--- src/rtl/mem_port_arbiter_if.sv ---
// +----------------------------------------------------------------------------+
// | mem_port_arbiter_if: requester and Memory data-port bundle for the arbiter |
// | Revision: 1.0                                                              |
// +----------------------------------------------------------------------------+
`default_nettype none

interface mem_port_arbiter_if #(
  parameter int ADDR_W = 32,
  parameter int DATA_W = 32,
  parameter int MODE_W = 3
);
  logic              req0;
  logic [ADDR_W-1:0] addr0;
  logic [DATA_W-1:0] wdata0;
  logic [MODE_W-1:0] wmode0;
  logic [MODE_W-1:0] rmode0;
  logic              unsigned0;
  logic              lock0;
  logic              ack0;
  logic [DATA_W-1:0] rdata0;

  logic              req1;
  logic [ADDR_W-1:0] addr1;
  logic [DATA_W-1:0] wdata1;
  logic [MODE_W-1:0] wmode1;
  logic [MODE_W-1:0] rmode1;
  logic              unsigned1;
  logic              lock1;
  logic              ack1;
  logic [DATA_W-1:0] rdata1;

  logic [ADDR_W-1:0] mem_address;
  logic [DATA_W-1:0] mem_data;
  logic [MODE_W-1:0] mem_writeMode;
  logic [MODE_W-1:0] mem_readMode;
  logic              mem_unsignedLoad;
  logic [DATA_W-1:0] mem_dataOutput;

  modport slave (
    input  req0, addr0, wdata0, wmode0, rmode0, unsigned0, lock0,
    input  req1, addr1, wdata1, wmode1, rmode1, unsigned1, lock1,
    input  mem_dataOutput,
    output ack0, rdata0, ack1, rdata1,
    output mem_address, mem_data, mem_writeMode, mem_readMode, mem_unsignedLoad
  );

  modport master (
    output req0, addr0, wdata0, wmode0, rmode0, unsigned0, lock0,
    output req1, addr1, wdata1, wmode1, rmode1, unsigned1, lock1,
    output mem_dataOutput,
    input  ack0, rdata0, ack1, rdata1,
    input  mem_address, mem_data, mem_writeMode, mem_readMode, mem_unsignedLoad
  );
endinterface

`default_nettype wire

--- src/rtl/mem_port_arbiter.sv ---
// +----------------------------------------------------------------------------+
// | mem_port_arbiter: two-requester arbiter for the Memory data port           |
// | Option: MEM_ARB_ROUND_ROBIN_EN selects round-robin ties (else fixed prio)  |
// | Revision: 1.0                                                              |
// +----------------------------------------------------------------------------+
`default_nettype none

module mem_port_arbiter #(
  parameter int ADDR_W = 32,
  parameter int DATA_W = 32,
  parameter int MODE_W = 3
) (
  input  wire               clk,
  input  wire               rst,
  mem_port_arbiter_if.slave bus,
  output logic              busy,
  output logic              grant_id
);

  typedef enum logic [1:0] {
    IDLE    = 2'd0,
    ACCESS  = 2'd1,
    CAPTURE = 2'd2,
    DONE    = 2'd3
  } state_t;

  // ReadWriteMode_NONE is the all-zero code
  localparam logic [MODE_W-1:0] MODE_NONE = '0;

  state_t            state;
  state_t            state_next;
  logic [1:0]        req;
  logic              any_req;
  logic              winner;
  logic              tie_winner;
  logic              lock_held;
  logic              lock_owner;
  logic [ADDR_W-1:0] lat_addr;
  logic [DATA_W-1:0] lat_wdata;
  logic [MODE_W-1:0] lat_wmode;
  logic [MODE_W-1:0] lat_rmode;
  logic              lat_unsigned;
  logic [DATA_W-1:0] rdata0;
  logic [DATA_W-1:0] rdata1;

`ifdef MEM_ARB_ROUND_ROBIN_EN
  logic              rr_ptr;
`endif

  assign req     = {bus.req1, bus.req0};
  assign any_req = |req;

  always_comb begin
    tie_winner = 1'b0;
`ifdef MEM_ARB_ROUND_ROBIN_EN
    tie_winner = ~rr_ptr;
`endif
    winner = 1'b0;
    if (lock_held && req[lock_owner]) begin
      winner = lock_owner;
    end else if (req == 2'b11) begin
      winner = tie_winner;
    end else begin
      winner = req[1];
    end
  end

  always_ff @(posedge clk or posedge rst) begin
    if (rst) begin
      state <= IDLE;
    end else begin
      state <= state_next;
    end
  end

  always_comb begin
    state_next        = state;
    busy              = 1'b1;
    bus.ack0          = 1'b0;
    bus.ack1          = 1'b0;
    bus.mem_writeMode = MODE_NONE;
    bus.mem_readMode  = MODE_NONE;
    case (state)
      IDLE: begin
        busy = 1'b0;
        if (any_req) state_next = ACCESS;
      end
      ACCESS: begin
        bus.mem_writeMode = lat_wmode;
        bus.mem_readMode  = lat_rmode;
        state_next        = CAPTURE;
      end
      CAPTURE: state_next = DONE;
      DONE: begin
        bus.ack0   = ~grant_id;
        bus.ack1   = grant_id;
        state_next = IDLE;
      end
      default: state_next = IDLE;
    endcase
  end

  // Only the fields present at grant are used; later changes are ignored.
  always_ff @(posedge clk or posedge rst) begin
    if (rst) begin
      lat_addr     <= '0;
      lat_wdata    <= '0;
      lat_wmode    <= MODE_NONE;
      lat_rmode    <= MODE_NONE;
      lat_unsigned <= 1'b0;
      grant_id     <= 1'b0;
      lock_held    <= 1'b0;
      lock_owner   <= 1'b0;
      rdata0       <= '0;
      rdata1       <= '0;
`ifdef MEM_ARB_ROUND_ROBIN_EN
      rr_ptr       <= 1'b1;
`endif
    end else begin
      if (state == IDLE) begin
        if (any_req) begin
          grant_id   <= winner;
          lock_owner <= winner;
`ifdef MEM_ARB_ROUND_ROBIN_EN
          rr_ptr     <= winner;
`endif
          if (winner) begin
            lat_addr     <= bus.addr1;
            lat_wdata    <= bus.wdata1;
            lat_wmode    <= bus.wmode1;
            lat_rmode    <= bus.rmode1;
            lat_unsigned <= bus.unsigned1;
            lock_held    <= bus.lock1;
          end else begin
            lat_addr     <= bus.addr0;
            lat_wdata    <= bus.wdata0;
            lat_wmode    <= bus.wmode0;
            lat_rmode    <= bus.rmode0;
            lat_unsigned <= bus.unsigned0;
            lock_held    <= bus.lock0;
          end
        end else begin
          lock_held <= 1'b0;
        end
      end
      if (state == CAPTURE && lat_rmode != MODE_NONE) begin
        if (grant_id) begin
          rdata1 <= bus.mem_dataOutput;
        end else begin
          rdata0 <= bus.mem_dataOutput;
        end
      end
    end
  end

  assign bus.mem_address      = lat_addr;
  assign bus.mem_data         = lat_wdata;
  assign bus.mem_unsignedLoad = lat_unsigned;
  assign bus.rdata0           = rdata0;
  assign bus.rdata1           = rdata1;

endmodule

`default_nettype wire

--- src/flat_wrapper.sv ---
// flat-port wrapper written by rule: the top's interface ports become plain ports
module mem_port_arbiter_flat 
#(
  parameter int ADDR_W = 32,
  parameter int DATA_W = 32,
  parameter int MODE_W = 3
)
  (clk, rst, busy, grant_id, bus_req0, bus_addr0, bus_wdata0, bus_wmode0, bus_rmode0, bus_unsigned0, bus_lock0, bus_req1, bus_addr1, bus_wdata1, bus_wmode1, bus_rmode1, bus_unsigned1, bus_lock1, bus_mem_dataOutput, bus_ack0, bus_rdata0, bus_ack1, bus_rdata1, bus_mem_address, bus_mem_data, bus_mem_writeMode, bus_mem_readMode, bus_mem_unsignedLoad);
  mem_port_arbiter_if #(.ADDR_W(ADDR_W), .DATA_W(DATA_W), .MODE_W(MODE_W)) bus_i ();
  input  wire clk;
  input  wire rst;
  output logic busy;
  output logic grant_id;
  input wire logic [$bits(bus_i.req0)-1:0] bus_req0;
  input wire logic [$bits(bus_i.addr0)-1:0] bus_addr0;
  input wire logic [$bits(bus_i.wdata0)-1:0] bus_wdata0;
  input wire logic [$bits(bus_i.wmode0)-1:0] bus_wmode0;
  input wire logic [$bits(bus_i.rmode0)-1:0] bus_rmode0;
  input wire logic [$bits(bus_i.unsigned0)-1:0] bus_unsigned0;
  input wire logic [$bits(bus_i.lock0)-1:0] bus_lock0;
  input wire logic [$bits(bus_i.req1)-1:0] bus_req1;
  input wire logic [$bits(bus_i.addr1)-1:0] bus_addr1;
  input wire logic [$bits(bus_i.wdata1)-1:0] bus_wdata1;
  input wire logic [$bits(bus_i.wmode1)-1:0] bus_wmode1;
  input wire logic [$bits(bus_i.rmode1)-1:0] bus_rmode1;
  input wire logic [$bits(bus_i.unsigned1)-1:0] bus_unsigned1;
  input wire logic [$bits(bus_i.lock1)-1:0] bus_lock1;
  input wire logic [$bits(bus_i.mem_dataOutput)-1:0] bus_mem_dataOutput;
  output wire logic [$bits(bus_i.ack0)-1:0] bus_ack0;
  output wire logic [$bits(bus_i.rdata0)-1:0] bus_rdata0;
  output wire logic [$bits(bus_i.ack1)-1:0] bus_ack1;
  output wire logic [$bits(bus_i.rdata1)-1:0] bus_rdata1;
  output wire logic [$bits(bus_i.mem_address)-1:0] bus_mem_address;
  output wire logic [$bits(bus_i.mem_data)-1:0] bus_mem_data;
  output wire logic [$bits(bus_i.mem_writeMode)-1:0] bus_mem_writeMode;
  output wire logic [$bits(bus_i.mem_readMode)-1:0] bus_mem_readMode;
  output wire logic [$bits(bus_i.mem_unsignedLoad)-1:0] bus_mem_unsignedLoad;
  assign bus_i.req0 = bus_req0;
  assign bus_i.addr0 = bus_addr0;
  assign bus_i.wdata0 = bus_wdata0;
  assign bus_i.wmode0 = bus_wmode0;
  assign bus_i.rmode0 = bus_rmode0;
  assign bus_i.unsigned0 = bus_unsigned0;
  assign bus_i.lock0 = bus_lock0;
  assign bus_i.req1 = bus_req1;
  assign bus_i.addr1 = bus_addr1;
  assign bus_i.wdata1 = bus_wdata1;
  assign bus_i.wmode1 = bus_wmode1;
  assign bus_i.rmode1 = bus_rmode1;
  assign bus_i.unsigned1 = bus_unsigned1;
  assign bus_i.lock1 = bus_lock1;
  assign bus_i.mem_dataOutput = bus_mem_dataOutput;
  assign bus_ack0 = bus_i.ack0;
  assign bus_rdata0 = bus_i.rdata0;
  assign bus_ack1 = bus_i.ack1;
  assign bus_rdata1 = bus_i.rdata1;
  assign bus_mem_address = bus_i.mem_address;
  assign bus_mem_data = bus_i.mem_data;
  assign bus_mem_writeMode = bus_i.mem_writeMode;
  assign bus_mem_readMode = bus_i.mem_readMode;
  assign bus_mem_unsignedLoad = bus_i.mem_unsignedLoad;
  mem_port_arbiter #(.ADDR_W(ADDR_W), .DATA_W(DATA_W), .MODE_W(MODE_W)) u_core (.clk(clk), .rst(rst), .bus(bus_i), .busy(busy), .grant_id(grant_id));
endmodule
--- config.mk ---
export PLATFORM = sky130hd
export DESIGN_NAME = mem_port_arbiter_flat
export DESIGN_NICKNAME = d
export VERILOG_FILES = /design/src/rtl/mem_port_arbiter_if.sv /design/src/rtl/mem_port_arbiter.sv /design/src/flat_wrapper.sv
export SDC_FILE = /design/constraint.sdc
export NUM_CORES = 1
export LEC_CHECK = 0
export CORE_ASPECT_RATIO = 0.7
export CORE_MARGIN = 10
export CORE_UTILIZATION = 40
export CTS_BUF_LIST = sky130_fd_sc_hd__clkbuf_16
export DETAILED_ROUTE_END_ITERATION = 6
export DONT_BUFFER_PORTS = 1
export GPL_TIMING_DRIVEN = 0
export MAX_ROUTING_LAYER = met4
export PLACE_DENSITY_LB_ADDON = 0.12
export SETUP_SLACK_MARGIN = 0.5
export SLEW_MARGIN = 15
export SYNTH_ARGS = -nofsm -noshare
export SYNTH_HDL_FRONTEND = slang
export SYNTH_SLANG_ARGS = --single-unit
--- constraint.sdc ---
create_clock -name clk -period 4 [get_ports clk]
set_input_delay 0.2 -clock clk [delete_from_list [all_inputs] [get_ports clk]]
set_output_delay 0.2 -clock clk [all_outputs]
set_load 0.01 [all_outputs]
==> impl_results.md, run 1 <==
* Status: did not finish
* Fail Step: clock tree synthesis (4_1_cts)
* Error: [ERROR RSZ-0060] Max buffer count reached.
* Initial Util at 0.406
* Synthesized area at 0.00658 mm2
* Number of buffers created by CTS at 17
* Synthesized net count at 759
* Synth area leaders: dfrtp_1 (53%), o211ai_2 (13%), mux2_2 (11%)
* Pre-CTS WS at 1.61 ns
* H-tree depth at 4
* Clk buf depth at 2
* Dpl cell area at 0.00694 mm2
* Synth Register Bits at 139
* Yosys cell types at 26
* Post-detail-place hpwl at 17.0 mm
* # clock sinks at 139
* Cts repair resizes at 0
* Biggest area consumer among synthesized cells: dfrtp_1
* Syn. warnings at 0
* Mean Syn Cell Area at 11.4 um2
* CTS Hold Bufs at 168
* Post-synth top area share at 0.529
* Mapped Cells at 575
* IO buf count at 0
* Post-CTS setup buffer count at 0
* Root buffer cell: clkbuf_16
* Rows at 39
* GPL Wtd Cong at 0.810
* Post-synthesis sequential area ratio at 0.529
* Die width at 173 um
* Die height at 127 um
* Top Ports at 319
[cell usage after synthesis]
master    instances
a21bo_1           1
a21oi_1           1
a22o_1            1
a31oi_1           2
and2_1            8
buf_1             1
buf_2             6
buf_4             3
buf_6             8
clkbuf_1         36
dfrtp_1         139
ha_1              4
inv_1             4
mux2_1            2
mux2_2           63
nand2_1         143
nand3_1           2
nand4_1          71
nor2_1            4
nor2b_1           1
o211ai_1          1
o211ai_2         70
o21a_1            1
o21ai_1           1
o311ai_2          1
o31ai_1           1
[kinds of logic after synthesis]
group                    Yosys count  share of synthesized area
AO/OA/AOI/OAI                     80                      0.145
multiplexers                      65                      0.111
flip-flops                       139                      0.529
buffers and inverters             58                     0.0451
adder cells (fa/ha/maj)            4                    0.00761
AND/OR/NAND/NOR                  229                      0.162
[stage by stage]
stage / utilization / hold slack, ns / std cells
after detailed placement: 0.428 / 0.0956 / 804
after global placement: 0.423 / 0.335 / 800
after floorplan: - / 0.332 / 575
==> inputs of run 2 (changes only) <==
Settings changed: CORE_ASPECT_RATIO 0.7 to not set, CORE_UTILIZATION 40 to 25, CTS_BUF_LIST sky130_fd_sc_hd__clkbuf_16 to not set, MAX_ROUTING_LAYER met4 to not set, PLACE_DENSITY_LB_ADDON 0.12 to 0.15, SETUP_SLACK_MARGIN 0.5 to not set.
Clock period 4 ns to 5.2 ns, I/O delays scaled along.
==> impl_results.md, run 2 <==
* Status: completed
* Worst hold stages at 2
* Initial DRC Count at 241
* Tmin final at 2.40 ns
* Synth Register Bits at 139 (unchanged)
* Sw Ratio at 0.419
* Asr flop ratio synth at 1.00 (unchanged)
* Post-synthesis sequential area ratio at 0.529 (unchanged)
* Fill count at 2576
* Cts repair resizes at 0 (unchanged)
* DRC at 0
* Final instance area at 0.00859 mm2
* P_int at 3.09 mW
* Worst-Margin Slew at 1.01 ns
* Leakage at 3.60 nW
* Met3 routed WL at 2.61 mm
* Final Max Slew Viols at 0
* Setup ws final at 2.80 ns
* Core Area at 0.0260 mm2
* Synth area leaders: dfrtp_1 (53%), o211ai_2 (13%), mux2_2 (11%)
* Area Overhead vs Synth at 30.6%
* Dpl cell area at 0.00703 mm2 (+1.3%)
* VDD IR-drop max at 0.277 mV
* CP Cell Sequence: inv_1, ha_1, buf_2, clkbuf_1, clkbuf_1, nand4_1, o211ai_2
* Worst endpoint required time at 5.54 ns
* Clock transition at path regs at 0.07 ns
* Worst reg2reg path startpoint: u_core.state[0]
* Worst Setup Start Kind: flip-flop
* Most frequent CP cell: clkbuf_1
* Drt wl/cell at 23.7 um
* Fin Clk Skew at 0.0131 ns
* Crit path kind: flip-flop to flip-flop
* Most common cell after layout, fill and taps aside: nand2_1
* Vias/cell at 5.02
* First-pass GRT wire length at 37.8 mm
* Slew Limit Headroom at 0.319
* Post-synth EDFFs at 0 (unchanged)
* DRT met1 WL at 9.64 mm
* CP max FO at 10
* Most common cell in the netlist: nand2_1
* Biggest area consumer among synthesized cells: dfrtp_1
* Final worst-path cycle share at 0.462
* Clock Latency Late Sink at 0.42 ns
* Max Used Layer: met4
* Final hold vios at 0
* Primary FF master, synth: dfrtp_1
* R2R cell count at 7
* RSZ-0062 raised after global routing: no
* R2r setup slk at 2.80 ns
* Yosys cell types at 26 (unchanged)
* Max-cap violations at 0
* Reg area at 0.00348 mm2
* Post-Route WL at 24.7 mm
* Commonest cells in the synthesized netlist: nand2_1 (143), dfrtp_1 (139), nand4_1 (71)
* Met2 WL at 12.0 mm
* IO buf count at 0 (unchanged)
* Combinational cell fraction of total power at 0.325
* Psw at 2.23 mW
* H-tree depth at 4 (unchanged)
* Clk buf depth at 2 (unchanged)
* Worst min path class: primary input to flip-flop
* Flop pwr share at 0.442
* Hold Path End: u_core.bus.mem_data[25]
* Drt pass-1 iters at 5
* Final-report setup violation count at 0
* WP data arrival at 2.74 ns
* Pre-CTS WS at 2.63 ns (+1.02 ns)
* Initial antenna violation count at 1
* # clock sinks at 139 (unchanged)
* Clk pwr share at 0.233
* Synthesized area at 0.00658 mm2 (unchanged)
* Power Total at 5.32 mW
* Setup crit end kind: flip-flop
* PD cells at 620 mW/mm2
* Mapped Cells at 575 (unchanged)
* Root buffer cell: clkbuf_16
* Post-CTS setup buffer count at 0 (unchanged)
* Mean Syn Cell Area at 11.4 um2 (unchanged)
* Post-synth top area share at 0.529 (unchanged)
* Synthesized net count at 759 (unchanged)
* Vias at 5227
* CTS Hold Bufs at 97 (-42%)
* Hold Startpoint: bus_wdata0[25]
* Crit path largest cell delay at 0.56 ns
* Syn. warnings at 0 (unchanged)
* Area taken by multi-input logic gates at 0.00280 mm2
* Gr ovfl total at 0
* Buf/Inv on CP at 4
* Number of buffers created by CTS at 17 (unchanged)
* Vias in the first global route at 5865
* Post-detail-place hpwl at 18.3 mm (+7.5%)
* Commonest non-fill, non-tap cells in the layout: nand2_1 (143), dfrtp_1 (139), dlygate4sd3_1 (97)
* Gr usage total at 0.147
* Initial Util at 0.253 (-0.153)
* Die height at 182 um (+43%)
* Rows at 59 (+51%)
* Post-route ant nets at 0
* Top Ports at 319 (unchanged)
* DIE AREA at 0.0332 mm2
* Layout Nets at 876
* Die width at 182 um (+5.2%)
* FF-to-FF End: u_core.lat_rmode[1]
* Crit path max-delay cell type: clkbuf_1
* TritonCTS clock tree: yes
* Ratio of cells with drive above 1 in the final layout at 0.262
* GPL Wtd Cong at 0.757 (-6.6%)
* Pin count of the biggest net entering global routing at 89
* Max frequency at 417 MHz
* Fin Setup TNS at 0 ns
* CP top delay family: buffers and inverters
## run 2: per-layer routing
metal | vias up | global-route usage
met5 | - | 0
met4 | 0 | 0.0404
met3 | 27 | 0.0661
met2 | 275 | 0.248
met1 | 2619 | 0.163
li1 | 2306 | -
## run 2: how the worst max path moves through the flow
| stage | from | to | slack [ns] | depth (start not counted) |
|---|---|---|---|---|
| after detailed placement | u_core.state[0] | u_core.lat_rmode[1] | 2.63 | 7 |
| after CTS | u_core.state[0] | u_core.lat_rmode[1] | 2.61 | 7 |
| after floorplan | rst | u_core.bus.mem_address[0] | 1.22 | 1 |
| after global routing | u_core.state[0] | u_core.lat_rmode[1] | 2.54 | 7 |
| final | u_core.state[0] | u_core.lat_rmode[1] | 2.80 | 7 |
| after global placement | rst | u_core.bus.mem_data[20] | -0.40 | 1 |
## run 2: metrics by stage
stage	cells	util	hold slack [ns]
after floorplan	575	-	0.392
after global placement	910	0.269	0.398
after detailed placement	911	0.271	0.152
after CTS	1040	0.330	0.000312
after global routing	1040	0.330	0.0139
final	1041	0.331	0.0206
## run 2: cell families (layout without fill, tap and decap cells)
logic type               Yosys count  after routing  synth area share
other                              0              1                 0
buffers and inverters             58            188            0.0451
AO/OA/AOI/OAI                     80             80             0.145
adder cells (fa/ha/maj)            4              4           0.00761
flip-flops                       139            139             0.529
AND/OR/NAND/NOR                  229            229             0.162
multiplexers                      65             65             0.111
## run 2: power by group through the flow
stage	clock (mW)	sequential [mW]	combinational, mW
6_report	1.24	2.36	1.73
3_5_place_dp	0	2.39	1.70
4_1_cts	1.28	2.38	1.77
2_1_floorplan	0	2.16	1.31
5_1_grt	1.33	2.44	1.94
3_3_place_gp	0	2.40	1.63
## run 2: cell type report
type	count	area share
well taps	335	0.0488
diodes	1	0.000291
flip-flops and latches	139	0.405
multi-input cells	378	0.326
plain buffers	54	0.0328
clock inverters	14	0.0172
inverters	4	0.00262
clock buffers	18	0.0511
repair buffers	98	0.116
## run 2: worst reg2reg max path: cells and delay by family, from the launching register on
kind            cells  cell delay (ns)
buf+inv             4             1.39
flops               1             0.40
simple gates        1             0.26
fa+ha+maj           1             0.14
compound gates      1             0.13
Note: power is estimated with default switching activity, not from simulation.
==> inputs of run 3 (changes only) <==
Clock period 5.2 ns to 2.24 ns, I/O delays scaled along.
==> impl_results.md, run 3 (same netlist as run 2, synthesis figures left out) <==
* Area Overhead vs Synth at 44.7%
* Core Area at 0.0260 mm2 (unchanged)
* Post-Route WL at 25.1 mm (+1.8%)
* CP max FO at 10 (unchanged)
* Hold Startpoint: bus_req1
* Post-detail-place hpwl at 18.8 mm (+2.7%)
* Fill count at 2539 (-1.4%)
* Initial DRC Count at 233 (-3.3%)
* Crit path kind: flip-flop to flip-flop
* Worst reg2reg path startpoint: u_core.state[0]
* Drt pass-1 iters at 5 (unchanged)
* Gr usage total at 0.147 (-0.000151)
* Root buffer cell: clkbuf_16
* First-pass GRT wire length at 38.0 mm (+0.62%)
* Initial antenna violation count at 2 (+1)
* # clock sinks at 139 (unchanged)
* Vias/cell at 4.90 (-2.3%)
* Fin Setup TNS at 0 ns (unchanged)
* Max frequency at 488 MHz (+17%)
* Hold Path End: u_core.bus.mem_address[25]
* Worst endpoint required time at 2.57 ns (-2.97 ns)
* Final worst-path cycle share at 0.915 (+0.453)
* Layout Nets at 962 (+9.8%)
* Tmin final at 2.05 ns (-0.351 ns)
* Gr ovfl total at 0 (unchanged)
* Power Total at 12.7 mW (+140%)
* R2R cell count at 8 (+1)
* Worst-Margin Slew at 0.732 ns (-0.283 ns)
* RSZ-0062 raised after global routing: no
* Fin Clk Skew at 0.0108 ns (-0.00235 ns)
* Final Max Slew Viols at 0 (unchanged)
* IO buf count at 0 (unchanged)
* Final instance area at 0.00952 mm2 (+11%)
* Top Ports at 319 (unchanged)
* Worst Setup Start Kind: flip-flop
* Vias at 5531 (+5.8%)
* Slew Limit Headroom at 0.512 (+0.193)
* Initial Util at 0.253 (unchanged)
* Dpl cell area at 0.00708 mm2 (+0.69%)
* Clk buf depth at 2 (unchanged)
* Rows at 59 (unchanged)
* Pin count of the biggest net entering global routing at 36 (-60%)
* Number of buffers created by CTS at 17 (unchanged)
* VDD IR-drop max at 0.553 mV (+99%)
* Status: completed
* Post-route ant nets at 0 (unchanged)
* Most common cell after layout, fill and taps aside: dlygate4sd3_1
* Clock Latency Late Sink at 0.42 ns (about the same)
* Clock transition at path regs at 0.06 ns (about the same)
* Commonest non-fill, non-tap cells in the layout: dlygate4sd3_1 (180), nand2_1 (143), dfrtp_1 (139)
* # placed instances at 914 (+0.33%)
* WP data arrival at 2.38 ns (-0.36 ns)
* Utilization after layout at 0.366 (+0.0357)
* DRC at 0 (unchanged)
* Die width at 182 um (unchanged)
* Drt wl/cell at 22.2 um (-6.1%)
* FF-to-FF End: u_core.lat_wmode[0]
* GPL Wtd Cong at 0.791 (+4.5%)
* Final-report setup violation count at 0 (unchanged)
* Die height at 182 um (unchanged)
* Worst hold stages at 3 (+1)
* PD cells at 1330 mW/mm2 (+110%)
* Leakage at 3.99 nW (+11%)
* Max-cap violations at 0 (unchanged)
* TritonCTS clock tree: yes
* Final non-filler cell total at 1128 (+8.4%)
* R2r setup slk at 0.19 ns (-2.61 ns)
* Ratio of cells with drive above 1 in the final layout at 0.244 (-0.0184)
* DIE AREA at 0.0332 mm2 (unchanged)
* Worst min path class: primary input to flip-flop
* H-tree depth at 4 (unchanged)
* Vias in the first global route at 6178 (+5.3%)
* Final hold vios at 0 (unchanged)
* Setup crit end kind: flip-flop
-- run 3: changes by cell type in the layout (fill, tap and decap cells not counted), sizes merged --
| cell | delta |
|---|---|
| dlygate4sd3 | +83 |
| diode | +1 |
| buf | +3 |
| clkinvlp | +1 |
| clkinv | +1 |
| inv | -4 |
| bufinv | +2 |
-- run 3: what timing repair did --
action / CTS / global route
setup buffers: 0 / 0
hold buffers: 180 / 0
setup endpoints to repair: 44 / 38
hold endpoints to repair: 212 / 0
gates resized for setup: 3 / 3
-- run 3: how the worst max path moves through the flow --
stage / from / to / slack, ns / cells past startpoint
after global routing: u_core.state[0] / u_core.bus.mem_data[20] / 0.01 / 8
after CTS: u_core.state[0] / u_core.bus.rdata0[16] / 0.03 / 6
after global placement: rst / u_core.bus.mem_data[1] / -0.44 / 1
after floorplan: rst / u_core.bus.mem_address[0] / 0.39 / 1
final: u_core.state[0] / u_core.lat_wmode[0] / 0.19 / 8
after detailed placement: u_core.state[0] / u_core.lat_rmode[1] / -0.37 / 7
-- run 3: critical path, cell delays in order, from the launching register on --
cell      delay [ns]
dfrtp_1         0.40
inv_1           0.11
ha_1            0.14
buf_2           0.18
o21a_1          0.13
buf_2           0.27
clkbuf_1        0.41
nand2_1         0.14
o211ai_2        0.17
-- run 3: through the flow --
stage	hold WS (ns)	setup WS [ns]
detailed placement	0.0431	-0.370
floorplan	0.244	0.393
CTS	0.140	0.0348
global placement	0.249	-0.442
global route	0.166	0.0115
finish	0.143	0.190
-- run 3: final cells by class --
cell class	count	area, um2	share of cell area
Clock buffer	18	439	0.0461
Sequential cell	139	3480	0.366
Timing Repair Buffer	184	1880	0.198
Multi-Input combinational cell	378	2810	0.295
Tap cell	335	419	0.0440
Inverter	4	18.8	0.00197
Clock inverter	14	183	0.0192
Antenna cell	2	5.00	0.000526
Buffer	54	285	0.0300
-- run 3: where the power goes --
group | internal, mW | leakage [nW] | switching [mW]
clock network | 1.81 | 0.300 | 1.21
logic | 1.89 | 2.02 | 2.26
registers | 3.80 | 1.67 | 1.69
total | 7.50 | 3.99 | 5.16
-- run 3: layer usage --
metal | share of wire | up-vias | GRT usage
li1 | - | 2482 | -
met1 | 0.38 | 2762 | 0.162
met2 | 0.50 | 264 | 0.251
met3 | 0.095 | 23 | 0.0595
met4 | 0.017 | 0 | 0.0475
met5 | 0 | - | 0
